## config.mk

```make
export PLATFORM = sky130hd
export DESIGN_NAME = round_judge
export DESIGN_NICKNAME = d
export VERILOG_FILES = /design/src/rtl/fd_pkg.sv /design/src/rtl/bcd_counter2.sv /design/src/rtl/round_judge.sv
export SDC_FILE = /design/constraint.sdc
export NUM_CORES = 1
export LEC_CHECK = 0
export ABC_AREA = 0
export ABC_CLOCK_PERIOD_IN_PS = 1500
export CAP_MARGIN = 30
export CORE_AREA = 2 2 61 63
export CTS_BUF_LIST = sky130_fd_sc_hd__clkbuf_4 sky130_fd_sc_hd__clkbuf_8
export DETAILED_ROUTE_END_ITERATION = 8
export DIE_AREA = 0 0 63 65
export MAX_ROUTING_LAYER = met4
export PLACE_DENSITY = 0.75
export SYNTH_ARGS = -nofsm -noshare
export SYNTH_HDL_FRONTEND = slang
export SYNTH_SLANG_ARGS = --single-unit
```

## constraint.sdc

```tcl
create_clock -name clk -period 1.5 [get_ports clk]
set_clock_uncertainty 0.15 [all_clocks]
set_input_delay 0.225 -clock clk [delete_from_list [all_inputs] [get_ports clk]]
set_output_delay 0.225 -clock clk [all_outputs]
set_load 0.05 [all_outputs]
```

## src/rtl/fd_pkg.sv

```systemverilog
// Shared types and constants for the round scoring stage.
package fd_pkg;

  typedef enum logic [2:0] {
    IDLE  = 3'd0,
    WAIT  = 3'd1,
    ARMED = 3'd2,
    JUDGE = 3'd3,
    OVER  = 3'd4
  } state_t;

  localparam logic [3:0] RT_INIT        = 4'd12;
  localparam logic [3:0] RT_MIN         = 4'd4;
  localparam logic [1:0] LIVES_INIT     = 2'd3;
  localparam logic [2:0] HITS_PER_LEVEL = 3'd5;

endpackage

```

## src/rtl/bcd_counter2.sv

```systemverilog
// Two-digit BCD incrementer that saturates at 99.
module bcd_counter2 (
  input  logic       clk,
  input  logic       reset,
  input  logic       clear,
  input  logic       inc,
  output logic [7:0] count
);

  always_ff @(posedge clk) begin
    if (reset || clear) begin
      count <= 8'h00;
    end else if (inc && (count != 8'h99)) begin
      if (count[3:0] == 4'd9) begin
        count[3:0] <= 4'd0;
        count[7:4] <= count[7:4] + 4'd1;
      end else begin
        count[3:0] <= count[3:0] + 4'd1;
      end
    end
  end

endmodule

```

## src/rtl/round_judge.sv

```systemverilog
// Judges key presses collected over each timer window and keeps score, lives
// and the window length. hit/miss are single-cycle registered pulses, no handshake.
module round_judge
  import fd_pkg::*;
(
  input  logic       clk,
  input  logic       reset,
  input  logic       gameState,
  input  logic       roundWindow,
  input  logic [3:0] target,
  input  logic [3:0] keys,
  output logic [3:0] roundTime,
  output logic [7:0] score,
  output logic [1:0] lives,
  output logic       hit,
  output logic       miss,
  output logic       gameOver,
  output state_t     state_dbg
);

  state_t      state, state_next;
  logic        win_d;
  logic [3:0]  cap, tgt;
  logic [2:0]  level;
  logic        rise, fall;
  logic        init_regs, arm, accumulate, judge_en, apply;

  assign rise      = roundWindow & ~win_d;
  assign fall      = ~roundWindow & win_d;
  assign state_dbg = state;

  always_ff @(posedge clk) begin
    if (reset) state <= IDLE;
    else       state <= state_next;
  end

  always_comb begin
    state_next = state;
    init_regs  = 1'b0;
    arm        = 1'b0;
    accumulate = 1'b0;
    judge_en   = 1'b0;
    apply      = 1'b0;
    case (state)
      IDLE: if (gameState) state_next = WAIT;
      WAIT: begin
        if (!gameState) state_next = IDLE;
        else if (rise) begin
          state_next = ARMED;
          arm        = 1'b1;
        end
      end
      ARMED: begin
        if (!gameState) state_next = IDLE;
        else if (fall) begin
          state_next = JUDGE;
          judge_en   = 1'b1;
        end else if (roundWindow) accumulate = 1'b1;
      end
      // The verdict registered at the fall is applied here; a rise arriving
      // in this cycle re-arms directly so that window is not lost.
      JUDGE: begin
        if (!gameState) state_next = IDLE;
        else begin
          apply = 1'b1;
          if (miss && (lives == 2'd1)) state_next = OVER;
          else if (rise) begin
            state_next = ARMED;
            arm        = 1'b1;
          end else state_next = WAIT;
        end
      end
      OVER: begin
        if (!gameState) begin
          state_next = IDLE;
          init_regs  = 1'b1;
        end
      end
      default: state_next = IDLE;
    endcase
  end

  always_ff @(posedge clk) begin
    if (reset) begin
      win_d     <= 1'b0;
      cap       <= 4'd0;
      tgt       <= 4'd0;
      level     <= 3'd0;
      lives     <= LIVES_INIT;
      roundTime <= RT_INIT;
      hit       <= 1'b0;
      miss      <= 1'b0;
      gameOver  <= 1'b0;
    end else begin
      win_d <= roundWindow;
      hit   <= judge_en & (cap == tgt);
      miss  <= judge_en & (cap != tgt);
      if (arm) begin
        tgt <= target;
        cap <= keys;
      end else if (accumulate) begin
        cap <= cap | keys;
      end
      if (init_regs) begin
        lives     <= LIVES_INIT;
        roundTime <= RT_INIT;
        level     <= 3'd0;
        gameOver  <= 1'b0;
      end
      if (apply) begin
        if (hit) begin
          if (level == HITS_PER_LEVEL - 3'd1) begin
            level <= 3'd0;
            if (roundTime != RT_MIN) roundTime <= roundTime - 4'd1;
          end else begin
            level <= level + 3'd1;
          end
        end else begin
          level <= 3'd0;
          lives <= lives - 2'd1;
          if (lives == 2'd1) gameOver <= 1'b1;
        end
      end
    end
  end

  bcd_counter2 u_score (
    .clk   (clk),
    .reset (reset),
    .clear (init_regs),
    .inc   (apply & hit),
    .count (score)
  );

endmodule

```

* Word level (Yosys, flattened, before mapping)
Index checks and enable logic that the tools add are counted.
Storage, ports and cells: bits in registers 32, input bits 12, output and inout bits 20, word-level logic and storage cells 93
Operators by class: add/subtract/negate cells 5, eq/ne operators 15, muxes and demuxes 45, bitwise operators 8, reductions and logical operators 8
Operators with widths (number):
- 3-bit two-way mux | 12
- 4-bit two-way mux | 8
- 1-bit two-way mux | 19
- 3-bit case mux with 5 select lines | 1
- 4-bit by 1-bit adder with 4-bit output, second input constant | 2
- 2-bit two-way mux | 4
- 8-bit inequality test, second input constant | 1
- 3-bit by 2-bit == test with 1-bit output, second input constant | 2
- 3-bit == test, second input constant | 2
- 3-bit inequality test, second input constant | 2
- 1-bit bitwise AND | 5
- 4-bit == test | 1
- 4-bit == test, second input constant | 1
- 2-bit inequality test, second input constant | 2
- 4-bit by 3-bit inequality test with 1-bit output, second input constant | 1
- 4-bit inequality test | 1
- 4-bit OR | 1
- 4-bit AND reduction | 1
- 2-bit nonzero test | 2
- 4-bit by 1-bit subtractor with 4-bit output, second input constant | 1
- 3-bit by 1-bit adder with 3-bit output, second input constant | 1
- 3-bit by 1-bit == test with 1-bit output, second input constant | 1
- 3-bit logical NOT | 1
- 2-bit by 1-bit == test with 1-bit output, second input constant | 1
- other kinds (6) | 8

* Longest topological paths before layout
word-level depth 7, depth in mapped cells 6, mapped depth without buffers 6

* Modules after synthesis
From an unflattened synthesis, not the netlist that was laid out.
Unflattened totals: cells, all modules 191, area total of the unflattened synthesis 1624.1 um2
Modules (own cells, without submodules):
- round_judge | instances 1, cells each 143, area an instance 1197.4 um2, sequential area each 480.5 um2
- bcd_counter2 | instances 1, cells each 48, area an instance 426.7 um2, sequential area each 160.2 um2

* Least setup slack after synthesis
Ideal clock, no wire load.
path kind register -> register, from reg u_score.count[5], to reg u_score.count[6], arrival time 1.666 ns, setup slack -0.431 ns, cell stages (with the launch flop) 7, period minus slack after synthesis 1.931 ns, cells stage by stage dfxtp_1 -> inv_1 -> ha_1 -> and3b_1 -> nor4_1 -> xnor2_1 -> nor2_1
Between the ends: cells in the longest elaborated chain, start to end 3, elaborated cells on any way between the ends 4, classes of those cells add/sub (1); eq/ne (1); reduce/logical (2)
Ends and longest elaborated chain:
- start: declaration | line bcd_counter2.sv:7 | output logic [7:0] count
- start signal: assignment | line bcd_counter2.sv:16 | count[7:4] <= count[7:4] + 4'd1;
- 8-bit inequality test | line bcd_counter2.sv:13 | end else if (inc && (count != 8'h99)) begin
- 1-bit logical AND | line bcd_counter2.sv:13
- 2-bit AND reduction (no source line)
Several ways; a longest one is shown, not always the timed one. A chain may end at the register's enable or synchronous reset.

* Worst setup path in the final report
from reg state[1], in the netlist state_dbg[1], to reg level[2]
Between the ends: cells in the longest elaborated chain, start to end 3, elaborated cells on any way between the ends 6, classes of those cells eq/ne (2); mux (3); reduce/logical (1)
Ends and longest elaborated chain:
- start: declaration | line round_judge.sv:21 | state_t state, state_next;
- start signal: assignment | line round_judge.sv:34 | else state <= state_next;
- 3-bit by 2-bit == test with 1-bit output / 3-bit == test (equally long branches) | line round_judge.sv:44 | case (state)
- 1-bit two-way mux | line round_judge.sv:44
- 3-bit two-way mux / 2-bit nonzero test (equally long branches)
- end signal: assignment | line round_judge.sv:116 | level <= level + 3'd1;
- end: declaration | line round_judge.sv:24 | logic [2:0] level;
Several ways; a longest one is shown, not always the timed one.

==> metrics.md <==
| Metric | Value |
|---|---|
| Status | `complete, but fails checks` |
| Failing checks | `negative setup slack` |
| Skew-Pair Late Insertion Delay | `350 ps` |
| NetSw | `0.395 mW` |
| Share of cells above drive strength 1 | `0.485` |
| # fillers | `233` |
| Die Ht | `65 um` |
| Worst path required time | `1610 ps` |
| P_int | `1.15 mW` |
| Arr. time, crit path | `1650 ps` |
| Final wirelength | `4.46 mm` |
| Ys flop type | `dfxtp_1` |
| Sequential Power Share | `0.553` |
| Core region area | `0.00350 mm^2` |
| Row count | `22` |
| EDFF count, synth | `0` |
| HPWL Detailed | `3.05 mm` |
| GRT Overall Usage | `0.220` |
| CTS tree | `built` |
| CTS max path bufs | `2` |
| Top sig layer | `met4` |
| Post-Syn Area | `0.00155 mm^2` |
| Clk pwr share | `0.351` |
| Remaining DRCs | `0` |
| RSZ-0062 raised after global routing | `true` |
| Die X | `63 um` |
| Async S/R FF share, synth | `0` |
| DR pass1 iterations | `4` |
| Sw Ratio | `0.256` |
| Clock sink count | `32` |
| Relative slew slack | `0.772` |
| Crit path capture | `level[2]` |
| Final net count | `254` |
| Reg2reg path depth | `4` |
| IO Pins | `32` |
| CTS Hold Bufs | `0` |
| Worst R2R Setup Slack | `-40 ps` |
| Max Cap Viol | `0` |
| Num CTS Buffers | `5` |
| Met3 wire length | `282 um` |
| Crit-path max FO | `4` |
| Clk slew on worst S/H paths | `110 ps` |
| Total gr overflow | `0` |
| DR vias | `1549` |
| Post-route insts no fill | `285` |
| R2R Path Start | `state_dbg[1]` |
| Vias in the first global route | `1548` |
| Kind of critical path | `reg2reg` |
| H-Tree Depth | `2` |
| Pleak | `1.03 nW` |
| Placed cell area | `0.00236 mm^2` |
| Wire length per cell | `15.6 um` |
| Placed cells | `263` |
| Metal-1 WL | `1.61 mm` |
| CP endpoint kind | `register` |
| Pwr dens | `585 mW/mm^2` |
| Clk root buf | `clkbuf_4` |
| Peak supply drop | `0.513 mV` |
| Vias/cell | `5.44` |
| Sequential-to-total area share from yosys stat | `0.413` |
| Post-route design area | `0.00264 mm^2` |
| Seq cells post-synth | `32` |
| Initial antenna violation count | `0` |
| Final period utilization | `1.03` |
| Antenna diodes | `0` |
| Syn Nets | `186` |
| Fin. Hold Viols | `0` |
| Synth warn | `0` |
| Post-route ant nets | `0` |
| Worst-Margin Slew | `339 ps` |
| FMAX | `649 MHz` |
| Largest net degree at the start of global routing | `12` |
| Mapped Avg Cell Area | `9.24 um^2` |
| Post-layout minimum cycle time | `1540 ps` |
| P&R area growth vs syn | `70.1%` |
| Yosys cell types | `43` |
| # setup viols final | `10` |
| Gate power share | `0.097` |
| Pre-CTS WS | `-502 ps` |
| Die area | `0.00410 mm^2` |
| Met2 wire length | `2.43 mm` |
| Port Buf Inserts | `31` |
| Initial Utilization | `0.444` |
| Final slew viol count | `0` |
| Starting DRT DRC Count | `40` |
| Worst setup margin | `-40.3 ps` |
| Gpl congestion | `0.797` |
| CP startpoint | `state_dbg[1]` |
| Hold WC Path Type | `in2reg` |
| First-pass GRT wire length | `6.76 mm` |
| Cell count after synthesis | `168` |
| R2R Path End | `level[2]` |
| Startpoint Class | `register` |
==> flip-flops by register name, summed over array words and instances (netlist names) <==
name,cells
miss,1
u_score.count,8
win_d,1
level,3
state_dbg,3
tgt,4
cap,4
lives,2
hit,1
gameOver,1
roundTime,4
==> cell type report <==
class / count / area, um^2 / area share
Multi-Input combinational cell: 120 / 996 / 0.377
Tap cell: 48 / 60.1 / 0.0228
Inverter: 9 / 33.8 / 0.0128
Sequential cell: 32 / 682 / 0.258
Clock buffer: 6 / 51.3 / 0.0194
Clock inverter: 2 / 10.0 / 0.00379
Timing Repair Buffer: 68 / 806 / 0.305
==> critical path, cell delays in order, from the launching register on <==
cell and delay [ps]:
dfxtp_4 380, nor4b_4 390, nor2_2 100, a21o_1 180, a32o_1 250
==> what timing repair did <==
| action | in CTS | in global routing |
|---|---|---|
| endpoints found under the setup margin | 16 | 20 |
| buffers inserted | 5 | 9 |
| pin swaps | 4 | 8 |
| resized for setup | 4 | 26 |
==> layout by cell type, fill, tap and decap left out, types with 5 or more instances in the layout <==
master	count
dfxtp_4	8
buf_4	32
nor3_1	5
clkbuf_4	5
inv_1	7
buf_12	20
nor2_1	21
buf_6	5
clkdlybuf4s50_1	10
dfxtp_2	9
a21oi_1	5
dfxtp_1	15
xnor2_1	8
nand3_1	5
==> stage by stage <==
step           power [mW]  utilization  hold WS (ps)  TNS, ps
4_1_cts              1.54        0.706           319    -68.5
3_5_place_dp        0.998        0.674           335    -9960
3_3_place_gp        0.993        0.674           328    -8670
2_1_floorplan       0.935            -           203     -303
5_1_grt              1.60        0.755           332     -969
6_report             1.54        0.755           331     -191
==> routing by layer <==
| layer | up-vias | global-route usage |
|---|---|---|
| li1 | 738 | - |
| met1 | 733 | 0.207 |
| met2 | 61 | 0.418 |
| met3 | 17 | 0.0608 |
| met4 | 0 | 0.0972 |
| met5 | - | - |
==> worst min path at each step <==
stage,start,endpoint,slack (ps),cells past startpoint
after floorplan,roundWindow,win_d,200,1
after CTS,target[2],tgt[2],320,3
after global placement,state_dbg[2],state_dbg[0],330,1
after global routing,target[1],tgt[1],330,3
after detailed placement,state_dbg[2],state_dbg[0],330,1
final,target[2],tgt[2],330,3
==> cell usage after synthesis (4+ instances only) <==
master	n	area [um^2]
a21oi_1	5	25.0
a22oi_1	6	45.0
dfxtp_1	32	641
ha_1	6	75.1
inv_1	9	33.8
mux2i_1	4	40.0
nand2_1	4	15.0
nand3_1	7	35.0
nand4_1	4	25.0
nor2_1	26	97.6
nor3_1	6	30.0
o21ai_0	5	25.0
xnor2_1	8	70.1
==> kinds of logic after synthesis <==
family / synth area share
simple gates: 0.292
flops: 0.413
compound gates: 0.123
buf+inv: 0.0476
xor+xnor: 0.0508
fa+ha+maj: 0.0484
mux: 0.0258
==> power groups by stage <==
stage / Clock (mW) / Sequential (mW) / Combinational, mW
final: 0.541 / 0.854 / 0.149
after global routing: 0.589 / 0.855 / 0.158
after CTS: 0.552 / 0.856 / 0.128
after detailed placement: 0 / 0.877 / 0.121
after global placement: 0 / 0.876 / 0.117
after floorplan: 0 / 0.878 / 0.0569
Note: power is estimated with default switching activity, not from simulation.
